### src/rtl/lmul_pkg.sv
// -----------------------------------------------------------------------------
// lmul_pkg
// Shared definitions for the L-Mul reduction stage: bf16 field layout,
// special encodings and the accumulator FSM state type.
// No ports (package).
// -----------------------------------------------------------------------------
package lmul_pkg;

    // bf16 field layout: {sign, exp[7:0], mant[6:0]}
    localparam int BF16_W   = 16;
    localparam int EXP_W    = 8;
    localparam int MAN_W    = 7;
    localparam int SIGN_BIT = 15;
    localparam int EXP_MSB  = 14;
    localparam int EXP_LSB  = 7;
    localparam int MAN_MSB  = 6;

    localparam logic [EXP_W-1:0] EXP_MAX = 8'hFF;

    localparam logic [BF16_W-1:0] QNAN = 16'h7FC0;
    localparam logic [BF16_W-1:0] PINF = 16'h7F80;
    localparam logic [BF16_W-1:0] NINF = 16'hFF80;

    typedef enum logic [0:0] {
        ST_ACC  = 1'b0,
        ST_DONE = 1'b1
    } state_t;

    // NaN and Inf share the all-ones exponent; both are treated alike here.
    function automatic logic is_special(input logic [BF16_W-1:0] v);
        return v[EXP_MSB:EXP_LSB] == EXP_MAX;
    endfunction

endpackage

### src/rtl/lmul_lzc.sv
// -----------------------------------------------------------------------------
// lmul_lzc
// Leading-zero counter used by the accumulator renormalization.
// Ports:
//   i_din  in  W   value to scan (MSB first)
//   o_cnt  out CW  number of leading zeros; W when i_din is all zeros
// -----------------------------------------------------------------------------
module lmul_lzc #(
    parameter int W  = 17,
    parameter int CW = $clog2(W + 1)
) (
    input  logic [W-1:0]  i_din,
    output logic [CW-1:0] o_cnt
);

    // Ascending scan: the highest set bit is the last to write o_cnt.
    always_comb begin
        o_cnt = CW'(W);
        for (int i = 0; i < W; i++) begin
            if (i_din[i]) begin
                o_cnt = CW'(W - 1 - i);
            end
        end
    end

endmodule

### src/rtl/lmul_accum.sv
// -----------------------------------------------------------------------------
// lmul_accum
// Sums LEN consecutive bf16 products into one bf16 dot-product and presents it
// on a valid/ready output. One term per clock; the result is held until taken.
// Ports:
//   clk      in   1   clock, rising edge
//   rstn     in   1   synchronous active-low reset
//   i_valid  in   1   i_p holds a valid product
//   i_p      in   16  bf16 product
//   o_ready  out  1   a term can be accepted this cycle
//   o_valid  out  1   o_sum/o_flag valid
//   o_sum    out  16  bf16 dot-product result
//   o_flag   out  1   NaN/Inf input seen or accumulator overflow in this sum
//   i_ready  in   1   consumer takes o_sum this cycle
// -----------------------------------------------------------------------------
module lmul_accum
    import lmul_pkg::*;
#(
    parameter int BF16_WIDTH = 16,
    parameter int LEN        = 784,
    parameter int ACC_MAN    = 16,
    parameter int CNT_W      = 10
) (
    input  logic                  clk,
    input  logic                  rstn,
    input  logic                  i_valid,
    input  logic [BF16_WIDTH-1:0] i_p,
    output logic                  o_ready,
    output logic                  o_valid,
    output logic [BF16_WIDTH-1:0] o_sum,
    output logic                  o_flag,
    input  logic                  i_ready
);

    localparam int SUM_W = ACC_MAN + 1;            // room for the add carry-out
    localparam int LZ_W  = $clog2(SUM_W + 1);
    localparam int PAD_W = ACC_MAN - 1 - MAN_W;    // zero fill below the bf16 mantissa
    localparam int GRD   = ACC_MAN - 2 - MAN_W;    // first bit below the rounded lsb
    localparam logic [CNT_W-1:0] LAST_CNT = CNT_W'(LEN - 1);

    // ------------------------------------------------------------------ state
    state_t               r_state;
    state_t               w_state_next;
    logic [CNT_W-1:0]     r_cnt;
    logic                 r_sign;
    logic [EXP_W-1:0]     r_exp;     // 0 = zero, 255 = saturated Inf
    logic [ACC_MAN-1:0]   r_mant;    // 1.x form, hidden bit at the MSB
    logic                 r_nan;     // NaN/Inf input seen in this sum

    logic                 w_accept;
    logic                 w_clear;

    // ---------------------------------------------------------- term decode
    logic                 w_t_special;
    logic                 w_t_zero;
    logic                 w_t_sign;
    logic [EXP_W-1:0]     w_t_exp;
    logic [ACC_MAN-1:0]   w_t_mant;

    assign w_t_special = is_special(i_p);
    // Denormals flush to zero; specials are flagged and contribute nothing.
    assign w_t_zero    = (i_p[EXP_MSB:EXP_LSB] == '0) || w_t_special;
    assign w_t_sign    = i_p[SIGN_BIT];
    assign w_t_exp     = w_t_zero ? '0 : i_p[EXP_MSB:EXP_LSB];
    assign w_t_mant    = w_t_zero ? '0 : {1'b1, i_p[MAN_MSB:0], {PAD_W{1'b0}}};

    // ------------------------------------------------------- align and add
    logic                 w_acc_ge;
    logic                 w_l_sign, w_s_sign;
    logic [EXP_W-1:0]     w_l_exp, w_s_exp;
    logic [ACC_MAN-1:0]   w_l_mant, w_s_mant;
    logic [EXP_W-1:0]     w_diff;
    logic [ACC_MAN-1:0]   w_s_align;
    logic [SUM_W-1:0]     w_raw;
    logic [LZ_W-1:0]      w_lz;

    // Zero has exp 0 and mant 0, so a plain {exp,mant} compare orders magnitudes.
    assign w_acc_ge = {r_exp, r_mant} >= {w_t_exp, w_t_mant};

    assign w_l_sign = w_acc_ge ? r_sign   : w_t_sign;
    assign w_l_exp  = w_acc_ge ? r_exp    : w_t_exp;
    assign w_l_mant = w_acc_ge ? r_mant   : w_t_mant;
    assign w_s_sign = w_acc_ge ? w_t_sign : r_sign;
    assign w_s_exp  = w_acc_ge ? w_t_exp  : r_exp;
    assign w_s_mant = w_acc_ge ? w_t_mant : r_mant;

    assign w_diff    = w_l_exp - w_s_exp;
    assign w_s_align = (w_diff >= EXP_W'(ACC_MAN)) ? '0 : (w_s_mant >> w_diff);

    assign w_raw = (w_l_sign == w_s_sign) ? ({1'b0, w_l_mant} + {1'b0, w_s_align})
                                          : ({1'b0, w_l_mant} - {1'b0, w_s_align});

    lmul_lzc #(
        .W (SUM_W)
    ) u_lzc (
        .i_din (w_raw),
        .o_cnt (w_lz)
    );

    logic                 w_add_sign;
    logic [EXP_W-1:0]     w_add_exp;
    logic [ACC_MAN-1:0]   w_add_mant;
    int                   w_exp_calc;

    // Shifting left by the lzc puts the leading one at bit SUM_W-1; the final
    // right shift by one lands it at the hidden-bit position. With lz=0 this
    // is exactly the carry-out case (shift right 1, exp+1).
    always_comb begin
        w_exp_calc = int'(w_l_exp) + 1 - int'(w_lz);
        w_add_sign = w_l_sign;
        w_add_exp  = EXP_W'(w_exp_calc);
        w_add_mant = ACC_MAN'((w_raw << w_lz) >> 1);
        if ((w_raw == '0) || (w_exp_calc < 1)) begin
            w_add_sign = 1'b0;
            w_add_exp  = '0;
            w_add_mant = '0;
        end else if (w_exp_calc >= int'(EXP_MAX)) begin
            w_add_exp  = EXP_MAX;
            w_add_mant = {1'b1, {(ACC_MAN-1){1'b0}}};
        end
    end

    // ------------------------------------------------------- output rounding
    logic [MAN_W-1:0]     w_keep;
    logic                 w_guard;
    logic                 w_sticky;
    logic                 w_rnd_up;
    logic [MAN_W:0]       w_rnd;
    logic [EXP_W-1:0]     w_rnd_exp;
    logic [BF16_WIDTH-1:0] w_res_sum;
    logic                 w_res_flag;

    assign w_keep    = r_mant[ACC_MAN-2 -: MAN_W];
    assign w_guard   = r_mant[GRD];
    assign w_sticky  = |r_mant[GRD-1:0];
    assign w_rnd_up  = w_guard & (w_sticky | w_keep[0]);
    assign w_rnd     = {1'b0, w_keep} + {{MAN_W{1'b0}}, w_rnd_up};
    // A carry out of the kept mantissa leaves w_rnd[MAN_W-1:0] at zero (2.0 -> 1.0 * 2).
    assign w_rnd_exp = r_exp + EXP_W'(w_rnd[MAN_W]);

    always_comb begin
        w_res_sum  = {r_sign, w_rnd_exp, w_rnd[MAN_W-1:0]};
        w_res_flag = r_nan;
        if (r_nan) begin
            w_res_sum  = QNAN;
        end else if (r_exp == EXP_MAX) begin
            w_res_sum  = r_sign ? NINF : PINF;
            w_res_flag = 1'b1;
        end else if (r_exp == '0) begin
            w_res_sum  = '0;
        end else if (w_rnd_exp == EXP_MAX) begin
            w_res_sum  = r_sign ? NINF : PINF;
            w_res_flag = 1'b1;
        end
    end

    // ------------------------------------------------------------------ FSM
    always_ff @(posedge clk) begin
        if (!rstn) begin
            r_state <= ST_ACC;
        end else begin
            r_state <= w_state_next;
        end
    end

    always_comb begin
        w_state_next = r_state;
        w_accept     = 1'b0;
        w_clear      = 1'b0;
        o_ready      = 1'b0;
        o_valid      = 1'b0;
        o_sum        = '0;
        o_flag       = 1'b0;
        case (r_state)
            ST_ACC: begin
                o_ready = 1'b1;
                if (i_valid) begin
                    w_accept = 1'b1;
                    if (r_cnt == LAST_CNT) begin
                        w_state_next = ST_DONE;
                    end
                end
            end
            ST_DONE: begin
                o_valid = 1'b1;
                o_sum   = w_res_sum;
                o_flag  = w_res_flag;
                if (i_ready) begin
                    w_clear      = 1'b1;
                    w_state_next = ST_ACC;
                end
            end
            default: begin
                w_state_next = ST_ACC;
            end
        endcase
    end

    // ------------------------------------------------------ accumulator regs
    always_ff @(posedge clk) begin
        if (!rstn || w_clear) begin
            r_cnt  <= '0;
            r_sign <= 1'b0;
            r_exp  <= '0;
            r_mant <= '0;
            r_nan  <= 1'b0;
        end else if (w_accept) begin
            r_cnt <= r_cnt + 1'b1;
            r_nan <= r_nan | w_t_special;
            // Once overflowed, the sum stays at Inf until it is taken.
            if (r_exp != EXP_MAX) begin
                r_sign <= w_add_sign;
                r_exp  <= w_add_exp;
                r_mant <= w_add_mant;
            end
        end
    end

endmodule

### config.mk
export PLATFORM = sky130hd
export DESIGN_NAME = lmul_accum
export DESIGN_NICKNAME = d
export VERILOG_FILES = /design/src/rtl/lmul_pkg.sv /design/src/rtl/lmul_lzc.sv /design/src/rtl/lmul_accum.sv
export SDC_FILE = /design/constraint.sdc
export NUM_CORES = 1
export LEC_CHECK = 0
export CAP_MARGIN = 20
export CORE_UTILIZATION = 50
export DETAILED_ROUTE_END_ITERATION = 8
export PLACE_DENSITY = 0.71
export SLEW_MARGIN = 20
export SYNTH_ARGS = -nofsm -noshare
export SYNTH_HDL_FRONTEND = slang
export SYNTH_SLANG_ARGS = --single-unit
### constraint.sdc
create_clock -name clk -period 25.3 [get_ports clk]
set_clock_uncertainty 0.15 [all_clocks]
set_input_delay 2.53 -clock clk [delete_from_list [all_inputs] [get_ports clk]]
set_output_delay 2.53 -clock clk [all_outputs]
set_load 0.01 [all_outputs]
Yosys cells after proc, flatten, opt, wreduce, memory -nomap -nowiden
Cells that the tools add are included.

Register bits: 37. Input port bits: 20. Output and inout port bits: 19. Logic and storage cells: 92.

Add/sub/neg operators: 8. Order comparisons: 4. Equal/unequal tests: 6. Shift operators: 2. Multiplexer cells: 53. Bitwise operators: 4. Reductions and logical operators: 9.

Operator list (number): $mux 16 (12); $mux 5 (16); $mux 8 (5); $eq 8x8->1 const B (3); $ge 24x24->1 (1); $mux 1 (18); $add 16x16->17 (1); $logic_not 17->1 (1); $mux 17 (1); $shl 17x5->17 (1); $sub 16x16->17 (1); $logic_not 8->1 (2); $shr 16x8->16 (1); $add 10x1->10 const B (1); $eq 10x10->1 const B (1); $ge 10x9->1 const B (1); $lt 10x2->1 const B (1); $sub 9x5->10 (1); $add 8x1->9 const B (1); $add 7x1->8 (1); $add 8x1->8 (1); $ge 8x5->1 const B (1); $ne 8x8->1 const B (1); $sub 8x8->8 (1); 9 further kinds (12).

Logic depth before layout (Yosys ltp)
Gate-level depths: netlist (run 1).

Depth after elaboration: 31. Mapped depth: 60. Mapped depth without buffers: 54.

By module
From an unflattened synthesis (run 1), not the netlist that was laid out.

Cells, all modules: 978. Area, all modules: 7011.7 sq um.

Modules (own cells, without submodules): lmul_accum (times used 1, cells each 947, area each 6824.0 sq um, sequential area each 740.7 sq um); lmul_lzc (times used 1, cells each 31, area each 187.7 sq um, sequential area each 0.0 sq um).

Worst setup path after synthesis (run 1)
Ideal clock, no wire load.

Path type: input to register. Start: input i_p[13]. End: register r_mant[7]. Setup time: 0.076 ns. Data arrival time: 13.823 ns. Required time: 25.074 ns. Slack: 11.251 ns. Cell stages on the path: 58. Buffers on the path: 5. Path through: nand4_1 or4_1 clkbuf_1 nand2_1 ha_1 nand4_2 or4_1 o21bai_2 nand3_1 clkbuf_1 clkbuf_1 o21a_1 ha_1 and2_1 a311o_1 clkbuf_1 nor2_1 a2111oi_0 [... 22 more ...] inv_1 ha_1 fa_1 a21oi_1 nor2_1 nor2_1 o21bai_1 a21oi_1 xnor2_1 nor3_1 a221o_1 or2_2 inv_1 and3_1 o21ai_0 nor2_1 a32oi_1 o22ai_1.

Longest elaborated chain between the ends: 31. Elaborated cells between the ends (all ways): 46. Classes of those cells: add/sub: 5; order compare: 4; eq/ne: 2; shift: 2; mux: 29; reduce/logical: 4.

Ends and longest elaborated chain: from (decl) (line lmul_accum.sv:27) `input logic [BF16_WIDTH-1:0] i_p,`; $eq 8x8->1 / $logic_not 8->1 (equally long branches) (line lmul_pkg.sv:31, lmul_accum.sv:62); $logic_or 1x1->1 (line lmul_accum.sv:62) `assign w_t_zero = (i_p[EXP_MSB:EXP_LSB] == '0) || w_t_special;`; $mux 16 / $mux 8 (equally long branches) (line lmul_accum.sv:65, lmul_accum.sv:64); $ge 24x24->1 (line lmul_accum.sv:78) `assign w_acc_ge = {r_exp, r_mant} >= {w_t_exp, w_t_mant};`; $mux 8, on equally long branches (line lmul_accum.sv:81, lmul_accum.sv:84); $sub 8x8->8 (line lmul_accum.sv:87) `assign w_diff = w_l_exp - w_s_exp;`; $ge 8x5->1 / $shr 16x8->16 (equally long branches) (line lmul_accum.sv:88) `assign w_s_align = (w_diff >= EXP_W'(ACC_MAN)) ? '0 : (w_s_mant >> w_diff);`; $mux 16 (line lmul_accum.sv:88); $sub 16x16->17 / $add 16x16->17 (equally long branches) (line lmul_accum.sv:91, lmul_accum.sv:90); $mux 17 (line lmul_accum.sv:90) `assign w_raw = (w_l_sign == w_s_sign) ? ({1'b0, w_l_mant} + {1'b0, w_s_align})`; $mux 1 (line lmul_lzc.sv:20) `if (i_din[i]) begin`; $mux 5 (16 in a row) (line lmul_lzc.sv:20); $sub 9x5->10 (line lmul_accum.sv:109) `w_exp_calc = int'(w_l_exp) + 1 - int'(w_lz);`; $ge 10x9->1 / $lt 10x2->1 (equally long branches) (line lmul_accum.sv:117, lmul_accum.sv:113); $mux 16 / $logic_or 1x1->1 (equally long branches) (line lmul_accum.sv:117, lmul_accum.sv:113); $mux 16 (*) (line lmul_accum.sv:113) `if ((w_raw == '0) || (w_exp_calc < 1)) begin`; to (signal assigned) (line lmul_accum.sv:214) `r_mant <= w_add_mant;`; to (decl) (line lmul_accum.sv:47) `logic [ACC_MAN-1:0] r_mant;`.

Mark *: on every way between the ends. The rest lies on a longest branch, timed or not. A chain may end at the register's enable or synchronous reset.

Worst setup path after layout (run 1)
Start: input i_p[12]. End: register r_mant[7].

The elaborated chain is that of the path after synthesis.

==> results of run 1 <==
==> cells in the mapped netlist, types with 9 or more instances <==
cell / n
a21o_1: 10
o211ai_1: 16
nand2_1: 121
a31oi_1: 15
mux2i_1: 28
nor4_1: 11
o22ai_1: 10
a221oi_1: 9
nand4_1: 11
nor2_1: 94
a21oi_1: 66
a211oi_1: 10
dfxtp_1: 37
and3_1: 13
o31ai_1: 11
ha_1: 56
o21ai_1: 9
xnor2_1: 23
o21a_1: 10
and2_1: 18
clkbuf_1: 39
xor2_1: 23
nand3_1: 31
inv_1: 43
mux2_2: 14
nor3_1: 17
o21ai_0: 63
==> logic make-up (layout without fill, tap and decap cells) <==
| family | count (synthesis) | in the layout | synth area share |
|---|---|---|---|
| multiplexers | 47 | 47 | 0.07868 |
| flip-flops | 37 | 37 | 0.1059 |
| AO/OA/AOI/OAI | 328 | 328 | 0.3362 |
| adder cells (fa/ha/maj) | 58 | 58 | 0.1059 |
| buffers and inverters | 92 | 96 | 0.05311 |
| AND/OR/NAND/NOR | 373 | 373 | 0.2627 |
| XOR/XNOR | 46 | 46 | 0.05758 |
==> layout make-up <==
cell class              count  area [um2]
clock buffers               7       142.6
flip-flops and latches     37       740.7
fillers                  1335        5867
well taps                 176       220.2
repair buffers             45       432.9
inverters                  44       165.2
multi-input cells         852        5884
==> worst paths after layout <==
check	to	depth (start not counted)	from	slack, ns
worst max register to register	r_mant[7]	47	r_exp[3]	11.64
worst min register to register	r_mant[5]	2	r_mant[5]	0.35
worst min-delay path	r_mant[5]	2	r_mant[5]	0.35
worst max-delay path	r_mant[7]	52	i_p[12]	8.32
==> per-layer routing <==
layer	GRT usage	vias up	share of wire
met4	0.09182	0	0.024
met1	0.4326	3508	0.45
met2	0.4749	397	0.43
met3	0.04104	44	0.087
li1	-	3701	-
met5	0	-	0
==> tightest hold or removal path: stages (launching register included) <==
cell	delay, ns
dfxtp_1	0.35
nand2_1	0.07
nand2_1	0.04
==> registers in the layout, indices dropped and copies added, names as in the netlist <==
signal	cells
r_mant	16
r_cnt	10
r_exp	8
r_nan	1
r_sign	1
r_state	1
==> power by group through the flow <==
stage,logic (mW),registers [mW],clock network [mW]
finish,0.867,0.0933,0.0603
global route,0.938,0.0945,0.0632
floorplan,0.663,0.0801,0
global placement,0.849,0.0930,0
detailed placement,0.837,0.0934,0
CTS,0.843,0.0922,0.0613
==> metrics by stage <==
stage                     cells    util  power, mW
after global routing       1161  0.5639      1.095
after CTS                  1161  0.5639     0.9963
after detailed placement   1154  0.5533     0.9305
after global placement     1154  0.5533     0.9423
after floorplan             981       -     0.7426
final                      1161  0.5639      1.020
==> results.md, run 1 <==
* Max-cap violation count at 0
* Yosys top cell area share at 0.1059
* CP top delay family: compound AO/OA/AOI/OAI gates
* Most common cell after layout, fill and taps aside: nand2_1
* Crit start category: primary input
* Initial antenna violation count at 0
* Min cycle time layout at 16.98 ns
* Unrepaired setup endpoints after global routing: no
* Clock latency on the worst-skew pair at 0.28 ns
* CTS tree: built
* CTS buffer count at 5
* Synth Net Count at 1,059
* Final Hold Viols at 0
* IR drop worst, VDD at 0.07069 mV
* Slowest CP cell: ha_1
* Number of global-route vias before repair at 6,707
* Vias at around 7,700
* #FFs+latches synth at 37
* Endpoints failing setup at 0
* Syn Area/Cell at just over 7 um2
* Post-CTS setup buffers at 0
* Final worst-path cycle share at 0.6711
* Synth top area cells: dfxtp_1 11%, ha_1 10%, nand2_1 6.5%
* Maximum fanout along the worst path at 22
* ANT cells at 0
* Total grt overflow at 0
* Fmax at 58.90 MHz
* Tot GR Track Use at 0.3043
* Die W at 120.3 um
* CTS Hold Buffers Added at 0
* Most frequent CP cell: a21oi_1
* GP Congestion at 0.9725
* HPWL Detailed at 17,710 um
* Worst Setup End Kind: register
* Sequential element share of the synthesized area at 0.1059
* Clock transition at path regs at 0.05 ns
* Post-DP Area at ~7400 um2
* Die Ht at about 120 um
* Via density per instance at approximately 6.6
* DR DRC count at 0
* Post-synth top flop: dfxtp_1
* Setup ws final at 8.321 ns
* WHS at 0.3542 ns
* Sequential power share at 0.091
* # IOs at 39
* Post-DRT Antenna Nets at 0
* Pint at 0.4236 mW
* Worst-Margin Slew at 1.017 ns
* Post-synth EDFFs at 0
* Normalized max-slew margin at 0.3217
* Core box area at approximately 13,000 um2
* DR pass1 iterations at 5
* Critical Path Max Stage Delay at ~0.8 ns
* Num Clock Sinks at 37
* Synthesis Warnings at 0
* Post-route cell area at roughly 7600 um2
* Status: complete, no violations
* Clk buf depth at 2
* WL final at 22,490 um
* Die area at approximately 14,000 um2
* Switching part of the total at 0.5849
* WL per Instance at 19.37 um
* Top cell type by total area after synthesis: dfxtp_1
* CTS root buffer: clkbuf_16
* Final Max Tran Viols at 0
* DP Worst Slack at ~8.5 ns
* Mapped cell area at 6997 um2
* Clk pwr share at 0.059
* Largest net degree at the start of global routing at between 50 and 60
* CP arrival at 16.99 ns
* Layout cell share with drive strength beyond 1 at 0.07513
* Post-CTS sizing at 0
* Synth Instances at 981
* Hold Path Class: register to register
* Commonest non-fill, non-tap cells in the layout: 121 x nand2_1, 94 x nor2_1, 66 x a21oi_1
* Fin nets at around 1,100
* WP buf/inv at 6
* CTS H-tree depth at 2
* Global-route wire length before repair at 35,070 um
* Area growth syn-to-layout at 8.423%
* Async SR Flop Fraction at 0
* Starting density of the core at 0.5201
* Critical Path RT at 25.31 ns
* Combinational group share of total power at 0.849
* Port Buffers at 38
* FP Rows at 42
* DR iter-0 viols at just under 1,000
* Pleak at about 3.0 nW
* Psw at between 0.5 and 0.6 mW
* Yosys cell types at 103
* Pwr Density at between 100 and 150 nW/um2
* CP Class: primary input to register
* Setup TNS at 0 ns
No activity file was read; power rests on OpenSTA's default activity.
==> run 2: changes to the inputs <==
==> constraint.sdc (replaced) <==
create_clock -name clk -period 16.03 [get_ports clk]
set_clock_uncertainty 0.15 [all_clocks]
set_input_delay 1.603 -clock clk [delete_from_list [all_inputs] [get_ports clk]]
set_output_delay 1.603 -clock clk [all_outputs]
set_load 0.01 [all_outputs]
==> run 2 against run 1 <==
  * Die area unchanged
  * Sequential power rose by 63%
  * Highest routed layer unchanged
  * Register-to-register slack got worse by 8.5 ns
  * Combinational power up 58%
  * Sequential share of layout area fell by 0.14 points
  * First-iteration DRC count increased by 2.7%
  * Global-route usage is 0.58 points higher
  * Largest power group unchanged
  * Core utilization grew 0.84 points
==> results.md, run 2 (same netlist as run 1, synthesis figures left out) <==
* IR drop worst, VDD at 0.09521 mV (+35%)
* Critical Path RT at 16.08 ns (-9.23 ns)
* Final std cells w/o fill at 1,169 (+0.69%)
* Die Ht at 120.3 um (unchanged)
* Vias at 7,770 (+1.6%)
* Pleak at 3.064 nW (+1.7%)
* Worst-Margin Slew at 1.026 ns (+0.008468 ns)
* DR pass1 iterations at 6 (+1)
* Core box area at 13,450 um2 (unchanged)
* CP arrival at 15.07 ns (-1.92 ns)
* Fmax at between 60 and 70 MHz
* Die area at 14,470 um2 (unchanged)
* Final worst-path cycle share at 0.9366
* ANT cells at 0 (unchanged)
* Post-DRT Antenna Nets at 0 (unchanged)
* Num Clock Sinks at 37 (unchanged)
* Worst Setup End Kind: register
* HPWL Detailed at 17,710 um (about the same)
* Most flops, register: r_mant
* GP Congestion at 0.9861 (+1.4%)
* Total grt overflow at 0 (unchanged)
* Largest regs: r_mant (16), r_cnt (10), r_exp (8)
* Final Max Tran Viols at 0 (unchanged)
* Most common cell after layout, fill and taps aside: nand2_1
* WL final at 22,530 um (+0.20%)
* Endpoints failing setup at 0 (unchanged)
* Clock latency on the worst-skew pair at 0.28 ns (about the same)
* Largest net degree at the start of global routing at 52 (unchanged)
* Final Hold Viols at 0 (unchanged)
* Hold Path Class: register to register
* CTS buffer count at 5 (unchanged)
* Crit start category: primary input
* DR DRC count at 0 (unchanged)
* Area growth syn-to-layout at 10.03%
* CTS H-tree depth at 2 (unchanged)
* Max-cap violation count at 0 (unchanged)
* Max FFs per register at 16 (unchanged)
* Port Buffers at 38 (unchanged)
* Layout cell share with drive strength beyond 1 at 0.08761 (+0.01249)
* Most frequent CP cell: ha_1
* Post-CTS setup buffers at 0 (unchanged)
* DR iter-0 viols at 1,014 (+2.7%)
* Commonest non-fill, non-tap cells in the layout: 121 x nand2_1, 94 x nor2_1, 65 x a21oi_1
* Initial antenna violation count at 0 (unchanged)
* WL per Instance at 19.28 um (-0.48%)
* Clock transition at path regs at 0.06 ns (about the same)
* Tot GR Track Use at 0.3101 (+0.005789)
* Min cycle time layout at 15.01 ns
* Critical Path Max Stage Delay at 0.60 ns (-0.21 ns)
* CTS root buffer: clkbuf_16
* Number of global-route vias before repair at 6,983 (+4.1%)
* Clk buf depth at 2 (unchanged)
* CTS tree: built
* Fin nets at 1,070 (+0.66%)
* Unrepaired setup endpoints after global routing: no
* CP Class: primary input to register
* Pwr Density at 212.9 nW/um2 (+58%)
* FP Rows at 42 (unchanged)
* Status: complete, no violations
* Starting density of the core at 0.5201 (unchanged)
* # IOs at 39 (unchanged)
* Maximum fanout along the worst path at 12 (-45%)
* Via density per instance at 6.647 (+0.87%)
* Setup TNS at 0 ns (unchanged)
* Die W at 120.3 um (unchanged)
* Normalized max-slew margin at 0.3108 (-0.01091)
* Placed cells at 1,160 (+0.52%)
* Global-route wire length before repair at 35,860 um (+2.2%)
* Slowest CP cell: or4_1
## run 2: path summary, 6_finish.rpt
kind	start	end	slack, ns	cells past startpoint
worst min register to register	r_mant[5]	r_mant[5]	0.36	2
worst max register to register	r_exp[2]	r_mant[7]	3.17	50
worst min-delay path	r_mant[5]	r_mant[5]	0.36	2
worst max-delay path	i_p[12]	r_mant[7]	1.02	54
## run 2: critical path, delay by kind of cell
kind	cells	cell delay, ns
compound gates	21	5.23
mux	1	0.57
xor+xnor	3	0.54
buf+inv	7	1.37
fa+ha+maj	6	1.93
simple gates	16	3.79
## run 2: area by class of cell
| type | count | area [um2] |
|---|---|---|
| clock buffer | 6 | 138.9 |
| clock inverter | 2 | 37.54 |
| fill | 1331 | 5754 |
| inverter | 44 | 165.2 |
| multi-input combinational | 853 | 5918 |
| sequential | 37 | 740.7 |
| tap | 176 | 220.2 |
| timing repair buffer | 51 | 478.0 |
## run 2: routing by layer
layer,up-vias,part of all wire,track usage
li1,3723,-,-
met1,3568,0.46,0.4425
met2,416,0.43,0.4849
met3,63,0.081,0.03066
met4,0,0.033,0.1049
met5,-,0,0
## run 2: stage by stage
stage | total power [mW] | utilization | setup slack [ns] | hold slack (ns) | area, um2
after floorplan | 1.172 | - | 2.908 | 0.3012 | 6997
after global placement | 1.481 | 0.5566 | 1.078 | 0.3452 | 7488
after detailed placement | 1.471 | 0.5566 | 0.8580 | 0.3488 | 7488
after CTS | 1.594 | 0.5698 | 1.026 | 0.3567 | 7665
after global routing | 1.757 | 0.5723 | 0.1100 | 0.3991 | 7699
final | 1.639 | 0.5723 | 1.016 | 0.3617 | 7699
## run 2: what timing repair did
item,4_1_cts,5_1_grt
resized for setup,0,5
hold buffers,0,0
hold endpoints to repair,0,0
endpoints found under the setup margin,0,7
## run 2: power breakdown
group	leakage (nW)	internal [mW]	total [mW]	switching (mW)
registers	0.301	0.109	0.152	0.0422
logic	2.68	0.508	1.37	0.865
clock network	0.0831	0.0775	0.115	0.0374
